### src/rtl/sysop_arbiter_if.sv
// Shared SYSTEM-op types and the requester-side handshake bundle of sysop_arbiter.
// Opcodes 8..15 are left undefined and are answered with an error response.
package sysop_pkg;
   localparam int unsigned DATA_SIZE = 32;

   typedef enum logic [3:0] {
      RDCYCLE    = 4'h0,
      RDCYCLEH   = 4'h1,
      RDTIME     = 4'h2,
      RDTIMEH    = 4'h3,
      RDINSTRET  = 4'h4,
      RDINSTRETH = 4'h5,
      SCALL      = 4'h6,
      SBREAK     = 4'h7
   } t_sysop;
endpackage

interface sysop_arbiter_if
   import sysop_pkg::*;
#(
   parameter int unsigned NUM_REQ = 4
) ();
   logic [NUM_REQ-1:0]   i_req_valid;
   t_sysop               i_req_op [NUM_REQ];
   logic [NUM_REQ-1:0]   o_req_ready;
   logic [NUM_REQ-1:0]   o_rsp_valid;
   logic [NUM_REQ-1:0]   i_rsp_ready;
   logic [DATA_SIZE-1:0] o_rsp_data;
   logic                 o_rsp_err;

   modport slave (
      input  i_req_valid, i_req_op, i_rsp_ready,
      output o_req_ready, o_rsp_valid, o_rsp_data, o_rsp_err
   );

   modport master (
      output i_req_valid, i_req_op, i_rsp_ready,
      input  o_req_ready, o_rsp_valid, o_rsp_data, o_rsp_err
   );
endinterface

### src/rtl/sysop_arbiter.sv
// Round-robin arbiter sharing one SYSTEM execution unit between NUM_REQ requesters;
// one op in flight, registered result returned per requester, SCALL/SBREAK raise a trap pulse.
module sysop_arbiter
   import sysop_pkg::*;
#(
   parameter int unsigned  NUM_REQ = 4,
   localparam int unsigned ID_W    = $clog2(NUM_REQ)
) (
   input  logic                 i_aclk,
   input  logic                 i_areset_n,
   sysop_arbiter_if.slave       bus,
   output t_sysop               o_exe_op,
   input  logic [DATA_SIZE-1:0] i_exe_result,
   output logic                 o_trap_valid,
   output logic [ID_W-1:0]      o_trap_id,
   output logic                 o_trap_break,
   output logic                 o_busy
);

   typedef enum logic [1:0] {
      ST_IDLE,
      ST_EXEC,
      ST_RESP
   } t_state;

   t_state               state_q;
   logic [ID_W-1:0]      rr_q;
   logic [ID_W-1:0]      id_q;
   t_sysop               exe_op_q;
   logic [NUM_REQ-1:0]   rsp_valid_q;
   logic [DATA_SIZE-1:0] rsp_data_q;
   logic                 rsp_err_q;
   logic                 trap_valid_q;
   logic [ID_W-1:0]      trap_id_q;
   logic                 trap_break_q;
   logic                 busy_q;

   logic                 grant_found;
   logic [ID_W-1:0]      grant_id;
   logic [ID_W-1:0]      scan_id;
   logic [NUM_REQ-1:0]   req_ready;

   // Scan starts just after the last winner, so a lone requester always wins.
   always_comb begin
      grant_found = 1'b0;
      grant_id    = '0;
      scan_id     = '0;
      for (int unsigned k = 1; k <= NUM_REQ; k++) begin
         scan_id = ID_W'((32'(rr_q) + k) % NUM_REQ);
         if (!grant_found && bus.i_req_valid[scan_id]) begin
            grant_found = 1'b1;
            grant_id    = scan_id;
         end
      end
   end

   always_comb begin
      req_ready = '0;
      if (i_areset_n && (state_q == ST_IDLE) && grant_found) begin
         req_ready[grant_id] = 1'b1;
      end
   end

   always_ff @(posedge i_aclk or negedge i_areset_n) begin
      if (!i_areset_n) begin
         state_q      <= ST_IDLE;
         rr_q         <= ID_W'(NUM_REQ - 1);
         id_q         <= '0;
         exe_op_q     <= RDCYCLE;
         rsp_valid_q  <= '0;
         rsp_data_q   <= '0;
         rsp_err_q    <= 1'b0;
         trap_valid_q <= 1'b0;
         trap_id_q    <= '0;
         trap_break_q <= 1'b0;
         busy_q       <= 1'b0;
      end else begin
         trap_valid_q <= 1'b0;
         trap_id_q    <= '0;
         trap_break_q <= 1'b0;
         case (state_q)
            ST_IDLE: begin
               if (grant_found) begin
                  id_q     <= grant_id;
                  rr_q     <= grant_id;
                  exe_op_q <= bus.i_req_op[grant_id];
                  busy_q   <= 1'b1;
                  state_q  <= ST_EXEC;
               end
            end
            ST_EXEC: begin
               // exe_op_q doubles as the latched op; it reverts to RDCYCLE once EXEC ends.
               exe_op_q          <= RDCYCLE;
               rsp_valid_q[id_q] <= 1'b1;
               state_q           <= ST_RESP;
               case (exe_op_q)
                  RDCYCLE, RDCYCLEH, RDTIME, RDTIMEH, RDINSTRET, RDINSTRETH: begin
                     rsp_data_q <= i_exe_result;
                     rsp_err_q  <= 1'b0;
                  end
                  SCALL, SBREAK: begin
                     rsp_data_q   <= '0;
                     rsp_err_q    <= 1'b0;
                     trap_valid_q <= 1'b1;
                     trap_id_q    <= id_q;
                     trap_break_q <= (exe_op_q == SBREAK);
                  end
                  default: begin
                     rsp_data_q <= '0;
                     rsp_err_q  <= 1'b1;
                  end
               endcase
            end
            ST_RESP: begin
               if (bus.i_rsp_ready[id_q]) begin
                  rsp_valid_q <= '0;
                  rsp_data_q  <= '0;
                  rsp_err_q   <= 1'b0;
                  busy_q      <= 1'b0;
                  state_q     <= ST_IDLE;
               end
            end
            default: begin
               state_q <= ST_IDLE;
            end
         endcase
      end
   end

   assign bus.o_req_ready = req_ready;
   assign bus.o_rsp_valid = rsp_valid_q;
   assign bus.o_rsp_data  = rsp_data_q;
   assign bus.o_rsp_err   = rsp_err_q;
   assign o_exe_op        = exe_op_q;
   assign o_trap_valid    = trap_valid_q;
   assign o_trap_id       = trap_id_q;
   assign o_trap_break    = trap_break_q;
   assign o_busy          = busy_q;

endmodule

### src/flat_wrapper.sv
// flat-port wrapper written by rule: the top's interface ports become plain ports
module sysop_arbiter_flat import sysop_pkg::*;
#(
   parameter int unsigned  NUM_REQ = 4,
   localparam int unsigned ID_W    = $clog2(NUM_REQ)
)
  (i_aclk, i_areset_n, o_exe_op, i_exe_result, o_trap_valid, o_trap_id, o_trap_break, o_busy, bus_i_req_valid, bus_i_req_op, bus_i_rsp_ready, bus_o_req_ready, bus_o_rsp_valid, bus_o_rsp_data, bus_o_rsp_err);
  sysop_arbiter_if #(.NUM_REQ(NUM_REQ)) bus_i ();
  input  logic i_aclk;
  input  logic i_areset_n;
  output t_sysop o_exe_op;
  input  logic [DATA_SIZE-1:0] i_exe_result;
  output logic o_trap_valid;
  output logic [ID_W-1:0] o_trap_id;
  output logic o_trap_break;
  output logic o_busy;
  input wire logic [$bits(bus_i.i_req_valid)-1:0] bus_i_req_valid;
  input wire logic [$bits(bus_i.i_req_op)-1:0] bus_i_req_op;
  input wire logic [$bits(bus_i.i_rsp_ready)-1:0] bus_i_rsp_ready;
  output wire logic [$bits(bus_i.o_req_ready)-1:0] bus_o_req_ready;
  output wire logic [$bits(bus_i.o_rsp_valid)-1:0] bus_o_rsp_valid;
  output wire logic [$bits(bus_i.o_rsp_data)-1:0] bus_o_rsp_data;
  output wire logic [$bits(bus_i.o_rsp_err)-1:0] bus_o_rsp_err;
  assign bus_i.i_req_valid = bus_i_req_valid;
  assign bus_i.i_req_op = {>>{bus_i_req_op}};
  assign bus_i.i_rsp_ready = bus_i_rsp_ready;
  assign bus_o_req_ready = bus_i.o_req_ready;
  assign bus_o_rsp_valid = bus_i.o_rsp_valid;
  assign bus_o_rsp_data = bus_i.o_rsp_data;
  assign bus_o_rsp_err = bus_i.o_rsp_err;
  sysop_arbiter #(.NUM_REQ(NUM_REQ)) u_core (.i_aclk(i_aclk), .i_areset_n(i_areset_n), .bus(bus_i), .o_exe_op(o_exe_op), .i_exe_result(i_exe_result), .o_trap_valid(o_trap_valid), .o_trap_id(o_trap_id), .o_trap_break(o_trap_break), .o_busy(o_busy));
endmodule
### config.mk
export PLATFORM = sky130hd
export DESIGN_NAME = sysop_arbiter_flat
export DESIGN_NICKNAME = d
export VERILOG_FILES = /design/src/rtl/sysop_arbiter_if.sv /design/src/rtl/sysop_arbiter.sv /design/src/flat_wrapper.sv
export SDC_FILE = /design/constraint.sdc
export NUM_CORES = 1
export LEC_CHECK = 0
export CORE_MARGIN = 2
export CORE_UTILIZATION = 43
export CTS_CLUSTER_DIAMETER = 200
export CTS_CLUSTER_SIZE = 40
export DETAILED_ROUTE_END_ITERATION = 6
export HOLD_SLACK_MARGIN = 0.03
export PLACE_DENSITY_LB_ADDON = 0.05
export SLEW_MARGIN = 20
export SYNTH_ARGS = -nofsm -noshare
export SYNTH_HDL_FRONTEND = slang
export SYNTH_SLANG_ARGS = --single-unit
export TNS_END_PERCENT = 30
### constraint.sdc
create_clock -name i_aclk -period 6.7 [get_ports i_aclk]
set_input_delay 2.01 -clock i_aclk [delete_from_list [all_inputs] [get_ports i_aclk]]
set_output_delay 2.01 -clock i_aclk [all_outputs]
set_load 0.02 [all_outputs]
# --- Word level (Yosys, flattened, before mapping) ---
# Cells that the tools add are included.
totals:
  output_inout_bits: 50
  register_bits: 52
  wordCells: 107
  inputBits: 58
op_classes:
  bitwise: 2
  mux: 47
  n_addsub: 4
  eq_ne: 11
  n_reduce_logical: 23
  n_lt_le_gt_ge: 9
ops:
  columns: ["op", "n"]
  rows:
  - ["$mux 32", 2]
  - ["$pmux 32 s2", 1]
  - ["$mux 4", 5]
  - ["$lt 2x3->1 const B", 6]
  - ["$mux 1", 18]
  - ["$eq 4x3->1 const B", 4]
  - ["$mux 2", 8]
  - ["$pmux 4 s2", 2]
  - ["$bmux 1 s2", 5]
  - ["$bmux 4 s2", 1]
  - ["$eq 4x2->1 const B", 2]
  - ["$reduce_and 2->1", 4]
  - ["$reduce_or 8->1", 1]
  - ["$logic_and 1x1->1", 7]
  - ["$pmux 2 s3", 1]
  - ["$reduce_bool 2->1", 3]
  - ["$reduce_or 6->1", 1]
  - ["$add 2x1->2 const B", 2]
  - ["$add 2x2->2 const B", 2]
  - ["$demux 1 s2", 2]
  - ["$eq 4x1->1 const B", 1]
  - ["$ge 2x1->1 const B", 2]
  - ["$logic_not 4->1", 1]
  - ["$ne 2x1->1 const B", 2]
  - ["other kinds (10)", 13]

# --- Logic depth before layout (Yosys ltp) ---
depth:
  depth_word: 19
  mapped_depth: 6
  depth_no_buf: 5

# --- Worst setup path before layout ---
# Ideal clock, no wire load.
synth_path:
  path_kind: "in2out"
  startpoint: "input port bus_i_req_valid[3]"
  endpoint: "output port bus_o_req_ready[1]"
  required_time_ns: 4.690
  t_arrival_ns: 3.243
  path_stages: 4
  n_path_buf: 0
  path_slack_ns: 1.447
  path_cell_list: "a21bo_2 -> a21oi_1 -> nor2_2 -> nor3_1"
synth_between:
  elab_chain_len: 17
  word_cells_on_any_way: 29
  classes_between: "order compare (2); mux (19); reduce/logical (8)"
synth_lines:
  columns: ["element", "line_no", "text"]
  rows:
  - ["from (decl)", "flat_wrapper.sv:17", "input wire logic [$bits(bus_i.i_req_valid)-1:0] bus_i_req_valid;"]
  - ["$bmux 1 s2", "sysop_arbiter.sv:50", "if (!grant_found && bus.i_req_valid[scan_id]) begin"]
  - ["$mux 1 (not written as such)", "sysop_arbiter.sv:50", null]
  - ["$mux 1", "sysop_arbiter.sv:50", null]
  - ["$logic_not 1->1", "sysop_arbiter.sv:50", null]
  - ["$logic_and 1x1->1", "sysop_arbiter.sv:50", null]
  - ["$mux 1", "sysop_arbiter.sv:50", null]
  - ["$logic_not 1->1", "sysop_arbiter.sv:50", null]
  - ["$logic_and 1x1->1", "sysop_arbiter.sv:50", null]
  - ["$mux 1", "sysop_arbiter.sv:50", null]
  - ["$logic_not 1->1", "sysop_arbiter.sv:50", null]
  - ["$logic_and 1x1->1", "sysop_arbiter.sv:50", null]
  - ["$mux 2", "sysop_arbiter.sv:50", null]
  - ["$lt 2x3->1 (not written as such) or $ge 2x1->1 (tied branches)", "sysop_arbiter.sv:60", "req_ready[grant_id] = 1'b1;"]
  - ["$logic_and 1x1->1 (not written as such)", "sysop_arbiter.sv:60", null]
  - ["$mux 1 (not written as such)", "sysop_arbiter.sv:60", null]
  - ["$demux 1 s2", null, null]
  - ["$mux 4 *", "sysop_arbiter.sv:59", "if (i_areset_n && (state_q == ST_IDLE) && grant_found) begin"]
  - ["to (decl)", "flat_wrapper.sv:20", "output wire logic [$bits(bus_i.o_req_ready)-1:0] bus_o_req_ready;"]
# Every way passes the cells marked *; elsewhere a longest branch is shown, timed or not. The select of a mux whose other input is x is not followed.

# --- Final worst setup path ---
# Ends and elaborated chain as after synthesis.

==> metrics.md <==
| Metric | Value |
|---|---|
| Total global routing overflow | `0` |
| Internal power | `0.001020 W` |
| Layout area overhead | `54.50%` |
| CP dominant cell by count | `clkdlybuf4s50_1` |
| Worst Setup SP | `bus_i_req_valid[3]` |
| RSZ-0062 raised after global routing | `no` |
| Seq. cell area | `1304 µm²` |
| Worst reg2reg setup slack | `4630 ps` |
| Final Setup Violations | `0` |
| Share of post-route cells with drive strength above 1 | `0.1566` |
| Fmax | `159.4 MHz` |
| Clk_lat worst skew | `290 ps` |
| Critical path buffers and inverters | `3` |
| Core area | `5042 µm²` |
| Rows | `26` |
| Hpwl dp | `3.973 mm` |
| Crit share post-route | `0.9365` |
| Crit path max-delay cell type | `clkdlybuf4s50_1` |
| Root buffer cell | `clkbuf_8` |
| Critical-path cell list | `clkdlybuf4s50_1, nor4_1, or3_1, clkinv_1, nand2_1, nor3_1, clkdlybuf4s50_1` |
| Synthesis-stage register bit count | `52` |
| Pleak | `1.471 nW` |
| WL/cell | `15.68 µm` |
| Detailed Route Iter0 Violations | `82` |
| Largest net degree at the start of global routing | `53` |
| Synth Flop Type | `dfrtp_1` |
| CTS Buf Count | `5` |
| Worst R2R End | `u_core.bus.o_rsp_data[3]` |
| H-tree depth | `2` |
| Vias in the first global route | `1717` |
| Max cap viols | `0` |
| Power Density | `490.4 nW/µm²` |
| Setup ws final | `425.5 ps` |
| Synthesized instance count | `174` |
| Post-synthesis sequential area ratio | `0.5904` |
| Synth unique cells | `34` |
| CP max stage delay | `570 ps` |
| Arr. time, crit path | `4260 ps` |
| Clock Power Share | `0.125` |
| NumNets Final | `338` |
| M2 GR Usage | `0.2899` |
| Initial antenna violation count | `0` |
| Yosys warning total | `0` |
| DIE AREA | `5725 µm²` |
| Die width | `75.67 µm` |
| I/O Buffers | `107` |
| Startpoint Class | `input pin` |
| Chip Height | `75.67 µm` |
| Crit-path max FO | `10` |
| Worst Tran Pin Value | `667.2 ps` |
| GR Layer Usage met3 | `0.06481` |
| Top delay family on crit path | `buffers and inverters` |
| Gr usage total | `0.1947` |
| # Post-CTS Setup Buffers | `0` |
| FFs w/ async S/R, synth | `1.000` |
| CP Capture Type | `output pin` |
| I/O pin count | `108` |
| CTS hold repair buffers | `0` |
| Switching share of total power | `0.3905` |
| Comb pwr share | `0.532` |
| Reg2Reg Depth | `4` |
| Clk sinks | `52` |
| Ant diodes | `0` |
| Area of the multi-input gates | `813.3 µm²` |
| Filler cell count | `398` |
| Via-to-Cell Ratio | `5.151` |
| Post_cts resized | `0` |
| Initial Utilization | `0.4380` |
| Post-synth EDFFs | `0` |
| Hold Path Class | `register to register` |
| Gpl congestion | `0.9262` |
| DRC violations left | `0` |
| Sw power | `0.0006534 W` |
| Setup TNS | `0 ps` |
| Via Count | `1808` |
| Syn avg cell area | `12.69 µm²` |
| Relative slew margins | `0.5525` |
| Grt met1 use | `0.2705` |
| CTS max path bufs | `2` |
| Status | `finished clean` |
| Worst Clk Skew | `3.639 ps` |
| CP Depth | `7` |
| CTS tree | `done` |
| Clock slew at reported path FFs | `90 ps` |
| Pre-antenna DRT Iters | `4` |
| WL final | `5.502 mm` |
| First-pass GRT wire length | `8.369 mm` |
| DP Worst Slack | `474.7 ps` |
| Mapped cell area | `2208 µm²` |
| Critical path class | `input pin to output pin` |
| GR peak layer | `met2` |
| Maximum vdd drop | `0.1860 mV` |
| Max Slew Vio Count | `0` |
| Final-report hold violation count | `0` |
| ANT nets after route | `0` |
| Reg2reg start | `u_core.id_q[0]` |
| Setup crit end | `bus_o_req_ready[1]` |
| CP required | `4690 ps` |
| Part of the power in registers | `0.343` |
| Synth Net Count | `232` |
| Final min period | `6275 ps` |
-- flip-flops by register name (all words and copies together) (netlist names) --
| register | count |
|---|---|
| u_core.o_trap_break | 1 |
| u_core.bus.o_rsp_data | 32 |
| u_core.state_q | 2 |
| u_core.o_trap_valid | 1 |
| u_core.bus.o_rsp_valid | 4 |
| u_core.o_exe_op | 4 |
| u_core.o_trap_id | 2 |
| u_core.id_q | 2 |
| u_core.o_busy | 1 |
| u_core.bus.o_rsp_err | 1 |
| u_core.rr_q | 2 |
-- power by group through the flow --
stage / Sequential, W / Clock (W) / Combinational, W
2_1_floorplan: 0.000722 / 0 / 0.000382
3_3_place_gp: 0.000574 / 0 / 0.000888
3_5_place_dp: 0.000579 / 0 / 0.000897
4_1_cts: 0.000574 / 0.000216 / 0.000901
5_1_grt: 0.000596 / 0.000227 / 0.000958
6_report: 0.000574 / 0.000210 / 0.000890
-- tightest hold or removal path: stages, from the launching register on --
cell and delay (ps):
dfrtp_1 350, a31oi_1 40, nor2_1 70
-- kinds of logic (layout without fill, tap and decap cells) --
logic type | Yosys count | in the layout | share of synthesized area
flip-flops | 52 | 52 | 0.5904
multiplexers | 6 | 6 | 0.03286
AND/OR/NAND/NOR | 38 | 38 | 0.1020
buffers and inverters | 15 | 122 | 0.04362
AO/OA/AOI/OAI | 63 | 63 | 0.2312
-- stage by stage --
stage | area (µm²) | total power (W) | instances | hold WS [ps] | utilization
5_1_grt | 3412 | 0.001781 | 351 | 522.3 | 0.6767
3_3_place_gp | 3304 | 0.001462 | 343 | 479.4 | 0.6553
2_1_floorplan | 2208 | 0.001105 | 174 | 491.0 | -
3_5_place_dp | 3304 | 0.001476 | 343 | 489.0 | 0.6553
6_report | 3412 | 0.001673 | 351 | 503.6 | 0.6767
4_1_cts | 3412 | 0.001691 | 351 | 509.5 | 0.6767
-- how the worst min path moves through the flow --
stage	to	slack, ps	depth (start not counted)	startpoint
3_5_place_dp	u_core.bus.o_rsp_valid[2]	490	2	u_core.bus.o_rsp_valid[2]
2_1_floorplan	u_core.rr_q[0]	490	2	u_core.rr_q[0]
3_3_place_gp	u_core.bus.o_rsp_valid[3]	480	2	u_core.bus.o_rsp_valid[3]
4_1_cts	u_core.bus.o_rsp_valid[2]	510	2	u_core.bus.o_rsp_valid[2]
6_report	u_core.bus.o_rsp_valid[3]	500	2	u_core.bus.o_rsp_valid[3]
5_1_grt	u_core.bus.o_rsp_valid[3]	520	2	u_core.bus.o_rsp_valid[3]
-- cells in the mapped netlist, types with 2 or more instances --
| master | n | area (µm²) |
|---|---|---|
| a21o_1 | 2 | 15.01 |
| nor3b_1 | 5 | 37.54 |
| o21ai_0 | 4 | 20.02 |
| nor4_1 | 2 | 12.51 |
| a22o_2 | 24 | 240.2 |
| nor2_1 | 10 | 37.54 |
| buf_6 | 5 | 56.30 |
| a211oi_1 | 5 | 37.54 |
| a22o_1 | 8 | 70.07 |
| a2111oi_0 | 4 | 35.03 |
| a21oi_1 | 11 | 55.05 |
| nand2_1 | 4 | 15.01 |
| dfstp_2 | 2 | 52.55 |
| inv_1 | 4 | 15.01 |
| buf_2 | 2 | 10.01 |
| clkbuf_1 | 3 | 11.26 |
| mux2i_1 | 5 | 50.05 |
| nand2b_1 | 4 | 25.02 |
| nor3_1 | 5 | 25.02 |
| dfrtp_1 | 50 | 1251 |
| a31oi_1 | 2 | 12.51 |
-- layer usage --
metal	vias up	wire length [µm]
met3	6	493
met5	-	0
met4	0	60
met1	862	2492
met2	79	2455
li1	861	-
-- cell usage in the layout (no fill, tap or decap), types with 2 or more instances in the layout --
| cell type | synthesis | routed |
|---|---|---|
| clkdlybuf4s50_1 | 0 | 106 |
| dfrtp_1 | 50 | 50 |
| a22o_2 | 24 | 24 |
| a21oi_1 | 11 | 11 |
| nor2_1 | 10 | 10 |
| a22o_1 | 8 | 8 |
| nor3_1 | 5 | 5 |
| mux2i_1 | 5 | 5 |
| a211oi_1 | 5 | 5 |
| clkbuf_8 | 0 | 5 |
| nand2b_1 | 4 | 4 |
| nand2_1 | 4 | 4 |
| inv_1 | 4 | 4 |
| o21ai_0 | 4 | 4 |
| nor3b_1 | 5 | 4 |
| a2111oi_0 | 4 | 4 |
| nor4_1 | 2 | 2 |
| a31oi_1 | 2 | 2 |
| a21o_1 | 2 | 2 |
| buf_4 | 0 | 2 |
| dfstp_2 | 2 | 2 |
-- layout make-up --
cell class                      instances  share of cell area
Multi-Input combinational cell        107              0.2384
Sequential cell                        52              0.3821
Clock inverter                          2             0.01027
Tap cell                               70             0.02567
Clock buffer                            6             0.02127
Timing Repair Buffer                  109              0.3168
Inverter                                5            0.005501
No activity file was read; power rests on OpenSTA's default activity.
